**src/rtl/pq_pkg.sv**
```systemverilog
// Shared types for the priority-queue study: key/value widths, cell layout
// and the per-cell operation encoding used by the shift-register queue.
package pq_pkg;
    localparam int KEY_WIDTH = 8;
    localparam int VAL_WIDTH = 8;

    typedef struct packed {
        logic [KEY_WIDTH-1:0] key;
        logic [VAL_WIDTH-1:0] val;
    } kv_t;

    typedef struct packed {
        logic valid;
        kv_t  kv;
    } pq_cell_t;

    typedef enum logic [1:0] {
        HOLD      = 2'd0,
        SHIFT_IN  = 2'd1,
        LOAD      = 2'd2,
        SHIFT_OUT = 2'd3
    } cell_op_e;
endpackage

```
**src/rtl/sr_pq_cell.sv**
```systemverilog
// One storage cell of the shift-register priority queue. Chooses its own
// hold/shift/load operation from its neighbours and registers its entry.
module sr_pq_cell
    import pq_pkg::*;
#(
    parameter int KEY_WIDTH = pq_pkg::KEY_WIDTH,
    parameter int VAL_WIDTH = pq_pkg::VAL_WIDTH,
    parameter bit IS_HEAD   = 1'b0
) (
    input  logic                           clk,
    input  logic                           rst_n,
    input  logic                           replace_i,
    input  logic                           deq_i,
    input  logic [KEY_WIDTH+VAL_WIDTH-1:0] kvi_i,
    input  logic                           prev_valid_i,
    input  logic [KEY_WIDTH+VAL_WIDTH-1:0] prev_kv_i,
    input  logic                           prev_le_i,
    input  logic                           next_valid_i,
    input  logic [KEY_WIDTH+VAL_WIDTH-1:0] next_kv_i,
    input  logic                           next_le_i,
    output logic                           valid_o,
    output logic [KEY_WIDTH+VAL_WIDTH-1:0] kv_o,
    output logic                           le_o
);
    localparam int KVW = KEY_WIDTH + VAL_WIDTH;

    logic           valid_q, valid_d;
    logic [KVW-1:0] kv_q, kv_d;
    cell_op_e       op;

    // le_o: this cell keeps priority over the incoming entry (ties stay ahead)
    assign le_o    = valid_q && (kv_q[KVW-1:VAL_WIDTH] <= kvi_i[KVW-1:VAL_WIDTH]);
    assign valid_o = valid_q;
    assign kv_o    = kv_q;

    // Replace+deq is an insert into the list that starts at cell 1, so the
    // roles of "own" and "next" cell take the place of "prev" and "own".
    always_comb begin
        op = HOLD;
        if (replace_i && deq_i) begin
            if (next_le_i)              op = SHIFT_OUT;
            else if (IS_HEAD || le_o)   op = LOAD;
            else                        op = HOLD;
        end else if (replace_i) begin
            if (le_o)                   op = HOLD;
            else if (prev_le_i)         op = LOAD;
            else                        op = SHIFT_IN;
        end else if (deq_i) begin
            op = SHIFT_OUT;
        end
    end

    always_comb begin
        valid_d = valid_q;
        kv_d    = kv_q;
        case (op)
            SHIFT_IN: begin
                valid_d = prev_valid_i;
                kv_d    = prev_kv_i;
            end
            LOAD: begin
                valid_d = 1'b1;
                kv_d    = kvi_i;
            end
            SHIFT_OUT: begin
                valid_d = next_valid_i;
                kv_d    = next_kv_i;
            end
            default: ;
        endcase
    end

    always_ff @(posedge clk or negedge rst_n) begin
        if (!rst_n) begin
            valid_q <= 1'b0;
            kv_q    <= '0;
        end else begin
            valid_q <= valid_d;
            kv_q    <= kv_d;
        end
    end
endmodule

```
**src/rtl/sr_pq_s.sv**
```systemverilog
// Shift-register priority queue: PQ_SIZE cells kept sorted by ascending key
// with the head entry in cell 0, plus occupancy count and event flags.
module sr_pq_s
    import pq_pkg::*;
#(
    parameter int PQ_SIZE   = 8,
    parameter int KEY_WIDTH = pq_pkg::KEY_WIDTH,
    parameter int VAL_WIDTH = pq_pkg::VAL_WIDTH
) (
    input  logic                           clk,
    input  logic                           rst_n,
    input  logic                           replace,
    input  logic                           deq,
    input  logic [KEY_WIDTH+VAL_WIDTH-1:0] kvi,
    output logic [KEY_WIDTH+VAL_WIDTH-1:0] kvo,
    output logic                           ovalid,
    output logic                           empty,
    output logic                           full,
    output logic [$clog2(PQ_SIZE+1)-1:0]   count,
    output logic                           drop,
    output logic                           err
);
    localparam int KVW = KEY_WIDTH + VAL_WIDTH;
    localparam int CW  = $clog2(PQ_SIZE + 1);

    logic           c_valid [PQ_SIZE];
    logic [KVW-1:0] c_kv    [PQ_SIZE];
    logic           c_le    [PQ_SIZE];

    logic [CW-1:0]  count_q, count_d;
    logic           drop_q, drop_d;
    logic           err_q, err_d;
    logic           deq_eff;

    assign empty   = (count_q == '0);
    assign full    = (count_q == CW'(PQ_SIZE));
    // An empty-queue deq only raises err; it must not disturb the cells
    assign deq_eff = deq && !empty;

    for (genvar i = 0; i < PQ_SIZE; i++) begin : g_cell
        logic           pv, pl, nv, nl;
        logic [KVW-1:0] pk, nk;

        if (i == 0) begin : g_head
            assign pv = 1'b0;
            assign pk = '0;
            assign pl = 1'b1;
        end else begin : g_body
            assign pv = c_valid[i-1];
            assign pk = c_kv[i-1];
            assign pl = c_le[i-1];
        end

        if (i == PQ_SIZE - 1) begin : g_tail
            assign nv = 1'b0;
            assign nk = '0;
            assign nl = 1'b0;
        end else begin : g_inner
            assign nv = c_valid[i+1];
            assign nk = c_kv[i+1];
            assign nl = c_le[i+1];
        end

        sr_pq_cell #(
            .KEY_WIDTH (KEY_WIDTH),
            .VAL_WIDTH (VAL_WIDTH),
            .IS_HEAD   (i == 0)
        ) u_cell (
            .clk          (clk),
            .rst_n        (rst_n),
            .replace_i    (replace),
            .deq_i        (deq_eff),
            .kvi_i        (kvi),
            .prev_valid_i (pv),
            .prev_kv_i    (pk),
            .prev_le_i    (pl),
            .next_valid_i (nv),
            .next_kv_i    (nk),
            .next_le_i    (nl),
            .valid_o      (c_valid[i]),
            .kv_o         (c_kv[i]),
            .le_o         (c_le[i])
        );
    end

    // Full-queue insert either holds everything or evicts the tail; count stays
    always_comb begin
        count_d = count_q;
        drop_d  = 1'b0;
        err_d   = deq && empty;
        if (replace && !deq_eff) begin
            if (full) drop_d  = 1'b1;
            else      count_d = count_q + CW'(1);
        end else if (!replace && deq_eff) begin
            count_d = count_q - CW'(1);
        end
    end

    always_ff @(posedge clk or negedge rst_n) begin
        if (!rst_n) begin
            count_q <= '0;
            drop_q  <= 1'b0;
            err_q   <= 1'b0;
        end else begin
            count_q <= count_d;
            drop_q  <= drop_d;
            err_q   <= err_d;
        end
    end

    assign kvo    = c_kv[0];
    assign ovalid = c_valid[0];
    assign count  = count_q;
    assign drop   = drop_q;
    assign err    = err_q;
endmodule

```
**config.mk**
```make
export PLATFORM = sky130hd
export DESIGN_NAME = sr_pq_s
export DESIGN_NICKNAME = d
export VERILOG_FILES = /design/src/rtl/pq_pkg.sv /design/src/rtl/sr_pq_cell.sv /design/src/rtl/sr_pq_s.sv
export SDC_FILE = /design/constraint.sdc
export NUM_CORES = 1
export LEC_CHECK = 0
export CORE_UTILIZATION = 62
export CTS_CLUSTER_DIAMETER = 100
export CTS_CLUSTER_SIZE = 20
export DETAILED_ROUTE_END_ITERATION = 10
export MAX_ROUTING_LAYER = met4
export PLACE_DENSITY = 0.82
export RECOVER_POWER = 100
export REMOVE_ABC_BUFFERS = 1
export SLEW_MARGIN = 20
export SYNTH_ARGS = -nofsm -noshare
export SYNTH_HDL_FRONTEND = slang
export SYNTH_SLANG_ARGS = --single-unit
```
**constraint.sdc**
```tcl
create_clock -name clk -period 4.5 [get_ports clk]
set_input_delay 0.9 -clock clk [delete_from_list [all_inputs] [get_ports clk]]
set_output_delay 0.9 -clock clk [all_outputs]
set_load 0.05 [all_outputs]
```
==> results of run 1 <==
==> cell type report <==
| cell class | count | area (um2) |
|---|---|---|
| Timing Repair Buffer | 82 | 732.0 |
| Fill cell | 1151 | 4523 |
| Multi-Input combinational cell | 740 | 5424 |
| Sequential cell | 142 | 3553 |
| Inverter | 43 | 161.4 |
| Tap cell | 211 | 264.0 |
| Clock inverter | 11 | 130.1 |
| Clock buffer | 21 | 470.5 |
==> worst paths after layout <==
check / to / slack (ns) / cells past startpoint
setup / recovery: g_cell[1].u_cell.kv_o[4]$_DFFE_PN0P_ / 0.40 / 12
hold / removal: count[3]$_DFFE_PN0P_ / 0.53 / 1
setup reg to reg: g_cell[4].u_cell.kv_o[15]$_DFFE_PN0P_ / 0.99 / 6
hold reg to reg: count[3]$_DFFE_PN0P_ / 0.53 / 1
max in group asynchronous: g_cell[2].u_cell.kv_o[9]$_DFFE_PN0P_ / 1.13 / 2
min in group asynchronous: count[2]$_DFFE_PN0P_ / 1.26 / 1
==> through the flow <==
stage	setup TNS (ns)	setup WS, ns	instance area [um2]	hold WS, ns
6_report	0	0.3999	10740	0.5292
5_1_grt	0	0.2388	10740	0.5465
4_1_cts	0	0.7260	10930	0.5415
3_5_place_dp	0	0.3430	10320	0.5229
3_3_place_gp	0	0.4158	10320	0.5038
2_1_floorplan	-7.265	-0.4897	9280	0.4715
==> cells in the final DEF (no fill, tap or decap), drive strengths merged, types with 33 or more instances in the layout <==
| cell | Yosys | layout |
|---|---|---|
| a211oi | 64 | 64 |
| buf | 55 | 33 |
| a21oi | 53 | 53 |
| nor3 | 64 | 64 |
| o21ai | 54 | 54 |
| nand2 | 60 | 60 |
| ha | 66 | 66 |
| nor2 | 92 | 92 |
| dfrtp | 142 | 142 |
| mux2i | 75 | 75 |
| inv | 43 | 46 |
==> layer usage <==
metal | routed length (um) | GRT usage, %
met3 | 1878 | 6.533
met1 | 11360 | 46.26
met5 | 0 | -
met2 | 12350 | 53.49
met4 | 572 | 11.90
==> power by group <==
group / leakage (nW) / switching, W / internal (W)
clock network: 0.283 / 0.000577 / 0.000864
logic: 2.70 / 0.00265 / 0.00180
registers: 1.66 / 0.000789 / 0.00193
==> worst max-delay path: stages <==
cell	delay, ns
dlygate4sd3_1	0.55
inv_1	0.34
ha_1	0.33
and4b_1	0.19
a211oi_1	0.26
o2111ai_1	0.16
and2_0	0.32
and3_4	0.27
o21ai_4	0.11
clkbuf_4	0.52
mux2i_1	0.31
mux2i_1	0.11
==> flip-flops by register name, summed over array words and instances (netlist names) <==
| signal | flops |
|---|---|
| drop | 1 |
| count | 4 |
| g_cell.u_cell.kv_o | 128 |
| err | 1 |
| g_cell.u_cell.valid_o | 8 |
==> logic make-up (layout without fill, tap and decap cells) <==
family          count (synthesis)  count (layout)
buf+inv                       116             157
flops                         142             142
compound gates                320             320
fa+ha+maj                      67              67
simple gates                  272             272
xor+xnor                        3               3
mux                            78              78
==> metrics.md, run 1 <==
| Metric | Value |
|---|---|
| Status | `complete, but fails checks` |
| Failing checks | `capacitance limit, slew limit` |
| First-pass GRT wire length | `42750 um` |
| Detailed Place HPWL | `18630 um` |
| Yosys top cell area share | `36.50%` |
| WP data required | `4.79 ns` |
| Synth Area in Compound Gates | `26.21%` |
| Routed via count | `8324` |
| Count of final setup violators | `0` |
| Antenna diodes | `0` |
| Worst IR Drop VDD | `407.9 uV` |
| Syn avg cell area | `9.754 um2` |
| Final Non-Filler Cells | `roughly 1300` |
| CTS root buf | `clkbuf_16` |
| WP data arrival | `4.39 ns` |
| Synthesized cell area | `9734 um2` |
| Count of pins over their slew limit | `around 100` |
| Clk_skew | `0.01227 ns` |
| CP endpoint kind | `flip-flop` |
| Slew Limit Headroom | `-74.09%` |
| Clock Latency Late Sink | `0.44 ns` |
| Pin count of the biggest net entering global routing | `103` |
| RSZ-0062 raised after global routing | `false` |
| Max Cap Viol | `1` |
| Simple-Gate Fraction of Synth Area | `13.95%` |
| # DRC | `0` |
| Minimum clock period after layout | `4.100 ns` |
| CTS tree | `built` |
| Vias per cell | `6.659` |
| Final net count | `1113` |
| Post-DRT Antenna Nets | `0` |
| Die footprint | `16210 um2` |
| CP startpoint kind | `primary input` |
| Vias in the first global route | `a little over 8000` |
| Ys flop type | `dfrtp_1` |
| CTS Hold Buffers Added | `0` |
| Xor and xnor area share after synthesis | `less than 1%` |
| Synth Instances | `998` |
| Clk sinks | `~140` |
| Warnings, synthesis | `0` |
| Worst-path clk slew | `around 0.06 ns` |
| Chip height | `127.3 um` |
| EDFF count, synth | `0` |
| Post-synth ARST share | `100.0%` |
| Die Wd | `~130 um` |
| Congestion Overflow GR | `0` |
| Synth top area cells | `dfrtp_1 37%, ha_1 8.5%, mux2i_1 7.7%` |
| Largest family of logic cells by synthesized area | `compound AO/OA/AOI/OAI gates` |
| Drt pass-1 iters | `6` |
| IO Pins | `45` |
| Critical Setup Path Class | `in2reg` |
| Max Root-Sink Buffers | `2` |
| Total Power | `roughly 0.0086 W` |
| Post_cts resized | `0` |
| Cell Pwr Density | `802.2 nW/um2` |
| Tightest Pin Transition | `2.611 ns` |
| FMAX | `0.2439 GHz` |
| Post-synth top area cell | `dfrtp_1` |
| Synth Register Bits | `~140` |
| Port Buffers | `44` |
| Postcts setup bufs | `0` |
| Final WL | `26170 um` |
| Initial antenna violation count | `0` |
| Multiplexer area fraction after synthesis | `8.059%` |
| Adder-cell share of the synthesized area | `8.689%` |
| CTS H-tree depth | `4` |
| Wirelength per Cell | `between 20 and 25 um` |
| Core Rows | `45` |
| Synth-to-layout area growth | `10.28%` |
| Routability congestion estimate | `0.9649` |
| Register area share after synthesis | `36.50%` |
| Starting Density | `a little under two thirds` |
| Core area | `roughly 15000 um2` |
| Leak | `4.649 nW` |
| Placed insts | `~1200` |
| Post-synth top cells | `142 x dfrtp_1, 88 x nor2_1, 75 x mux2i_1` |
| Max FO, Critical Path | `32` |
| Hold Vio Cnt, Final | `0` |
| Hold WC Path Type | `reg2reg` |
| Critical Path Start | `kvi[9]` |
| 1st-iter DRT viols | `945` |
| Worst R2R Start | `count[0]$_DFFE_PN0P_` |
| Hold Crit Start | `count[3]$_DFFE_PN0P_` |
| GRT Total Usage | `between 30% and 40%` |
| Final period utilization | `91.11%` |
| Layout cells sized above 1 | `11.26%` |
| Count leader, synth | `dfrtp_1` |
| Count of cell types in the netlist | `79` |
| Util after Layout | `70.36%` |
| CTS Buf Count | `17` |
Note: power is estimated with default switching activity, not from simulation.
==> inputs of run 2 (changes only) <==
--- a/config.mk
+++ b/config.mk
@@ -5,12 +5,13 @@
 export SDC_FILE = /design/constraint.sdc
 export NUM_CORES = 1
 export LEC_CHECK = 0
-export CORE_UTILIZATION = 62
+export ABC_AREA = 0
+export CORE_UTILIZATION = 50
 export CTS_CLUSTER_DIAMETER = 100
 export CTS_CLUSTER_SIZE = 20
 export DETAILED_ROUTE_END_ITERATION = 10
 export MAX_ROUTING_LAYER = met4
-export PLACE_DENSITY = 0.82
+export PLACE_DENSITY = 0.68
 export RECOVER_POWER = 100
 export REMOVE_ABC_BUFFERS = 1
 export SLEW_MARGIN = 20
==> run 2 against run 1 <==
Against the previous run: the flow still finishes with violations (capacitance limit, slew limit); routed wire length is 2.3% higher; sequential power hardly changed; global-route usage is 6.1 points lower; die area is 24% higher; register-to-register slack worse by 0.32 ns; critical path depth is 1 lower; utilization is 13 points lower; first-iteration DRC count is 30% lower; setup slack better by 0.048 ns; final cell count is 4.6% higher; largest cell class unchanged.
==> metrics.md, run 2 (synthesis gave the netlist of run 1 again) <==
| Metric | Value |
|---|---|
| Status | `complete, but fails checks (unchanged)` |
| Failing checks | `capacitance limit, slew limit (unchanged)` |
| Count of pins over their slew limit | `88 (was 103)` |
| WP data required | `4.79 ns (about the same)` |
| Max Cap Viol | `1 (unchanged)` |
| Final Non-Filler Cells | `1307 (was 1250)` |
| Hold Crit Start | `count[3]$_DFFE_PN0P_ (unchanged)` |
| Routed via count | `8180 (was 8324)` |
| GRT Total Usage | `28.72% (was 34.78%)` |
| Final net count | `1121 (was 1113)` |
| CTS Buf Count | `17 (unchanged)` |
| Worst hold path depth | `1 (unchanged)` |
| Cell Pwr Density | `788.4 nW/um2 (was 802.2 nW/um2)` |
| Layout cells sized above 1 | `12.80% (was 11.26%)` |
| # DRC | `0 (unchanged)` |
| Post-DRT Antenna Nets | `0 (unchanged)` |
| Dpl ws | `0.2754 ns (was 0.3430 ns)` |
| Drt pass-1 iters | `5 (was 6)` |
| Core Rows | `50 (was 45)` |
| CP endpoint kind | `flip-flop (unchanged)` |
| Worst-path clk slew | `0.07 ns (was 0.06 ns)` |
| CTS Hold Buffers Added | `0 (unchanged)` |
| R2R setup slack | `0.67 ns (was 0.99 ns)` |
| Post_cts resized | `0 (unchanged)` |
| Tightest Pin Transition | `2.305 ns (was 2.611 ns)` |
| CTS root buf | `clkbuf_16 (unchanged)` |
| Worst IR Drop VDD | `300.1 uV (was 407.9 uV)` |
| Max FO, Critical Path | `16 (was 32)` |
| Starting Density | `51.52% (was 63.80%)` |
| FMAX | `0.2468 GHz (was 0.2439 GHz)` |
| Port Buffers | `44 (unchanged)` |
| Sink of the worst hold path | `count[3]$_DFFE_PN0P_ (unchanged)` |
| Hold Vio Cnt, Final | `0 (unchanged)` |
| Wirelength per Cell | `20.47 um (was 20.93 um)` |
| Max FFs per register | `128 (unchanged)` |
| Worst R2R Start | `count[0]$_DFFE_PN0P_ (unchanged)` |
| Critical Path Start | `kvi[13] (was kvi[9])` |
| Max Root-Sink Buffers | `2 (unchanged)` |
| Vias per cell | `6.259 (was 6.659)` |
| Clock Latency Late Sink | `0.43 ns (was 0.44 ns)` |
| First-pass GRT wire length | `43810 um (was 42750 um)` |
| FF-to-FF End | `g_cell[5].u_cell.kv_o[15]$_DFFE_PN0P_ (was g_cell[4].u_cell.kv_o[15]$_DFFE_PN0P_)` |
| Critical Setup Path Class | `in2reg (unchanged)` |
| Pin count of the biggest net entering global routing | `88 (was 103)` |
| Final worst-path setup slack | `0.4476 ns (was 0.3999 ns)` |
| Die footprint | `20030 um2 (was 16210 um2)` |
| Clk_skew | `0.01206 ns (was 0.01227 ns)` |
| Congestion Overflow GR | `0 (unchanged)` |
| CTS H-tree depth | `4 (unchanged)` |
| Antenna diodes | `0 (unchanged)` |
| Most common cell after layout, fill and taps aside | `dfrtp_1 (unchanged)` |
| Count of final setup violators | `0 (unchanged)` |
| 1st-iter DRT viols | `657 (was 945)` |
| CTS tree | `built (unchanged)` |
| Minimum clock period after layout | `4.052 ns (was 4.100 ns)` |
| Initial antenna violation count | `0 (unchanged)` |
| Fill count | `1701 (was 1151)` |
| RSZ-0062 raised after global routing | `false (unchanged)` |
| WP data arrival | `4.34 ns (was 4.39 ns)` |
| Leak | `4.685 nW (was 4.649 nW)` |
| Synth-to-layout area growth | `11.59% (was 10.28%)` |
| Hold WC Path Type | `reg2reg (unchanged)` |
| Most frequent cells in the layout | `142 x dfrtp_1, 89 x nor2_1, 75 x mux2i_1 (was 142 x dfrtp_1, 91 x nor2_1, 75 x mux2i_1)` |
| Vias in the first global route | `7846 (was 8070)` |
| Die Wd | `141.5 um (was 127.3 um)` |
| Core area | `18890 um2 (was 15260 um2)` |
| Chip height | `141.5 um (was 127.3 um)` |
| Postcts setup bufs | `0 (unchanged)` |
| Routability congestion estimate | `0.9113 (was 0.9649)` |
| Placed insts | `1275 (was 1218)` |
| Slew Limit Headroom | `-53.65% (was -74.09%)` |
| IO Pins | `45 (unchanged)` |
| Final period utilization | `90.05% (was 91.11%)` |
| Detailed Place HPWL | `19560 um (was 18630 um)` |
| Clk sinks | `142 (unchanged)` |
| CP startpoint kind | `primary input (unchanged)` |
| FF-to-FF path depth | `9 (was 6)` |
| Final WL | `26750 um (was 26170 um)` |
-- run 2: final cells by class --
cell class              count  area [um2]  area share, %
clock buffers              17       425.4          3.916
well taps                 260       325.3          2.995
flip-flops and latches    142        3553          32.71
repair buffers             90       778.2          7.164
multi-input cells         740        5464          50.30
clock inverters            15       155.1          1.428
inverters                  43       161.4          1.486
-- run 2: power by group --
group / internal, W / switching (W) / total (W)
Sequential: 0.00193 / 0.000795 / 0.00272
Combinational: 0.00181 / 0.00263 / 0.00443
Clock: 0.000780 / 0.000629 / 0.00141
Total: 0.00451 / 0.00405 / 0.00856
-- run 2: critical path, stage by stage --
cell and delay (ns):
dlygate4sd3_1 0.55, inv_1 0.32, ha_1 0.32, a211oi_1 0.21, nor2_1 0.11, o311ai_0 0.77, nor2_1 0.14, a21oi_1 0.29
and2_0 0.17, clkbuf_2 0.39, a211oi_1 0.15
-- run 2: worst max path at each step --
stage	slack [ns]	endpoint
floorplan	-0.49	g_cell[7].u_cell.valid_o$_DFFE_PN0P_
global placement	0.42	g_cell[6].u_cell.valid_o$_DFFE_PN0P_
detailed placement	0.28	g_cell[5].u_cell.valid_o$_DFFE_PN0P_
CTS	0.73	g_cell[5].u_cell.valid_o$_DFFE_PN0P_
global route	0.20	g_cell[3].u_cell.kv_o[1]$_DFFE_PN0P_
finish	0.45	g_cell[3].u_cell.kv_o[15]$_DFFE_PN0P_
-- run 2: through the flow --
step           utilization, %  cell area, um2  power (W)  setup TNS (ns)  hold slack (ns)
5_1_grt                 57.50           10860   0.009179               0           0.5330
3_5_place_dp            55.20           10430   0.007253               0           0.5166
3_3_place_gp            55.20           10430   0.007140               0           0.5079
4_1_cts                 58.27           11010   0.008692               0           0.5259
6_report                57.50           10860   0.008565               0           0.5219
2_1_floorplan               -            9280   0.005814          -7.265           0.4715
-- run 2: routing by layer --
| layer | part of all wire [%] | vias up | GRT usage [%] |
|---|---|---|---|
| met5 | 0 | - | - |
| met4 | 1.4 | 0 | 6.565 |
| li1 | - | 3851 | - |
| met2 | 45 | 269 | 42.88 |
| met3 | 6.2 | 33 | 5.029 |
| met1 | 48 | 4027 | 40.56 |
==> edit, RTL diff (config.mk and constraints of run 1) <==
Set the parameter `PQ_SIZE` to 32 (it was 8).
--- a/src/rtl/sr_pq_s.sv
+++ b/src/rtl/sr_pq_s.sv
@@ -4,5 +4,5 @@
     import pq_pkg::*;
 #(
-    parameter int PQ_SIZE   = 8,
+    parameter int PQ_SIZE   = 32,
     parameter int KEY_WIDTH = pq_pkg::KEY_WIDTH,
     parameter int VAL_WIDTH = pq_pkg::VAL_WIDTH
Interface: changed (resized count); port bits go from 45 to 47. The function was not compared with the original's and may differ.
==> edit against run 1 <==
- the flow still finishes with violations (max-capacitance violations, max-slew violations)
- sequential cell count up 410
- combinational power increased to 3.6 times the old value
- sequential power grew to 4.1 times the old value
- setup slack worse by 0.029 ns
- count of clock-buffer cells in the layout increased by 10
- utilization fell by 4.3 points
- cell area grew to 3.6 times the old value
- non-clock buffer count grew 130
- synthesized area rose to 3.8 times the old value
- fmax decreased by 0.69%
- routed wire length grew to 4.5 times the old value
- die area grew to 3.7 times the old value
- total power rose to 3.5 times the old value
- critical path type unchanged
- largest power group unchanged
==> edit: results (changes against run 1) <==
Clocking
  – Inserted Clock Buffers: 31 (+14)
  – CTS resizes: 0 (unchanged)
  – Htree depth: 1 (-3)
  – Max clock buf depth: 3 (+1)
  – Clock-pin transition on the worst setup and hold timing paths: 0.09 ns (+0.03 ns)
  – Postcts setup bufs: 0 (unchanged)
  – Worst skew pair latency: 0.63 ns (+0.19 ns)

Synth
  – Post-synth cell types: 87 (+10%)
  – Synth area leaders: dfrtp_1 (37%), ha_1 (8.8%), mux2i_1 (7.6%)
  – Synth async-reset ratio: 100.0% (unchanged)
  – Seq/Total Area, Yosys: 37.48% (+0.97 points)
  – Synth warn: 0 (unchanged)
  – Post-synth top cells: dfrtp_1 (552), a21oi_1 (363), nand2_1 (339), mux2i_1 (280), ha_1 (260)
  – Post-synth EDFFs: 0 (unchanged)
  – Syn Area/Cell: 9.324 um^2 (-4.4%)

Power and ir drop
  – VDD IR max: 497.0 uV (+22%)
  – Sw Ratio: 47.96% (+1.3 points)
  – LEAKAGE: 16.58 nW (+260%)
  – Power Density: 769.0 nW/um^2 (-4.1%)

Drt
  – Vias/cell: 7.385 (+11%)
  – Drt pass-1 iters: 9 (+3)
  – Wirelength per Cell: 25.16 um (+20%)
  – Total Wirelength: 116500 um (+350%)
  – Initial DRC count: 4435 (+370%)

Run status
  – Status: finished, violations left
  – Failing checks: max-capacitance violations, max-slew violations

STA
  – Slew Viols, Final: 100 (-2.9%)
  – Clock Skew: 0.01584 ns (+0.003567 ns)
  – Worst-Margin Slew: 3.097 ns (+0.4853 ns)

Finish
  – Fillcell total: 4681 (+310%)
  – Share of layout cells above drive strength 1: 7.471% (-3.8 points)
  – NumNets Final: 4136 (+270%)
  – Max FFs per register: 512 (+300%)

Run
  – Max-cap violations: 1 (unchanged)

Placed design
  – DP Area: 38330 um^2 (+270%)
  – Placed insts: 4595 (+280%)
  – Gpl congestion: 0.9705 (+0.58%)
  – Pre-CTS WS: 0.3918 ns (+0.04889 ns)
  – Hpwl dp: 80360 um (+330%)
  – Buffers added on ports: 46 (+4.5%)

Setup path
  – Setup CP Type: primary input to flip-flop
  – Worst-path fanout max: 19 (-41%)
  – CP arrival: 4.62 ns (+0.23 ns)
  – R2R Path Start: count[0]
  – Worst setup startpoint: kvi[12]

Global route
  – Initial antenna violation count: 1 (+1)
  – Vias in the first global route: 32570 (+300%)
  – First-pass GRT wire length: 186200 um (+340%)
  – Largest net degree at the start of global routing: 103 (unchanged)
  – Tot GR Track Use: 39.67% (+4.9 points)

Min path
  – Hold path start: g_cell[0].u_cell.kv_o[2]
  – Worst min path class: flip-flop to flip-flop
[edit: final timing paths]
path | end | slack, ns | cells after the start
max in group asynchronous | g_cell[22].u_cell.valid_o | 0.79 | 2
min reg2reg | g_cell[0].u_cell.kv_o[2] | 0.54 | 2
max | g_cell[17].u_cell.kv_o[8] | 0.37 | 12
min | g_cell[0].u_cell.kv_o[2] | 0.54 | 2
min in group asynchronous | g_cell[11].u_cell.kv_o[10] | 1.26 | 1
max reg2reg | g_cell[20].u_cell.kv_o[7] | 0.50 | 8
[edit: area by class of cell]
cell class | count | area [um^2] | share of cell area (%)
diodes | 1 | 2.502 | 0.006430
clock buffers | 31 | 775.7 | 1.993
clock inverters | 2 | 12.51 | 0.03215
inverters | 101 | 379.1 | 0.9742
multi-input cells | 2957 | 21310 | 54.75
flip-flops and latches | 552 | 13810 | 35.49
well taps | 773 | 967.2 | 2.485
repair buffers | 212 | 1660 | 4.266
[edit: logic make-up (layout without fill, tap and decap cells)]
kind of cell	Yosys count	after routing	synth area share [%]
other	0	1	0
and+or+nand+nor	921	921	11.59
AOI/OAI and AO/OA	1468	1468	28.17
adders and majority gates	261	261	8.880
DFF	552	552	37.48
xor gates and xnor gates	5	5	0.1188
muxes	302	302	8.741
buffers and inverters	444	346	5.017
[edit: routing by layer]
metal	GRT usage, %	share of wire (%)	wire length, um
met1	52.97	40	46290
met2	59.11	45	52370
met3	6.384	10	11600
met4	18.47	5.3	6228
met5	-	0	0
[edit: worst max-delay path, stage by stage]
cell and delay (ns):
buf_2 0.10, inv_1 0.45, buf_4 0.30, ha_1 0.17
nand4_1 0.12, a21o_1 0.17, a31oi_1 0.55, nor4b_1 0.50
a21o_1 0.14, clkbuf_1 0.78, mux2i_1 0.30, a22oi_1 0.12
[edit: power groups by stage]
stage               clock (mW)  combinational, mW  sequential (mW)
floorplan                    0               11.5             9.81
CTS                       2.94               15.7             11.1
finish                    2.91               15.8             11.2
detailed placement           0               15.6             11.1
global route              3.11               17.4             11.5
global placement             0               15.0             11.1
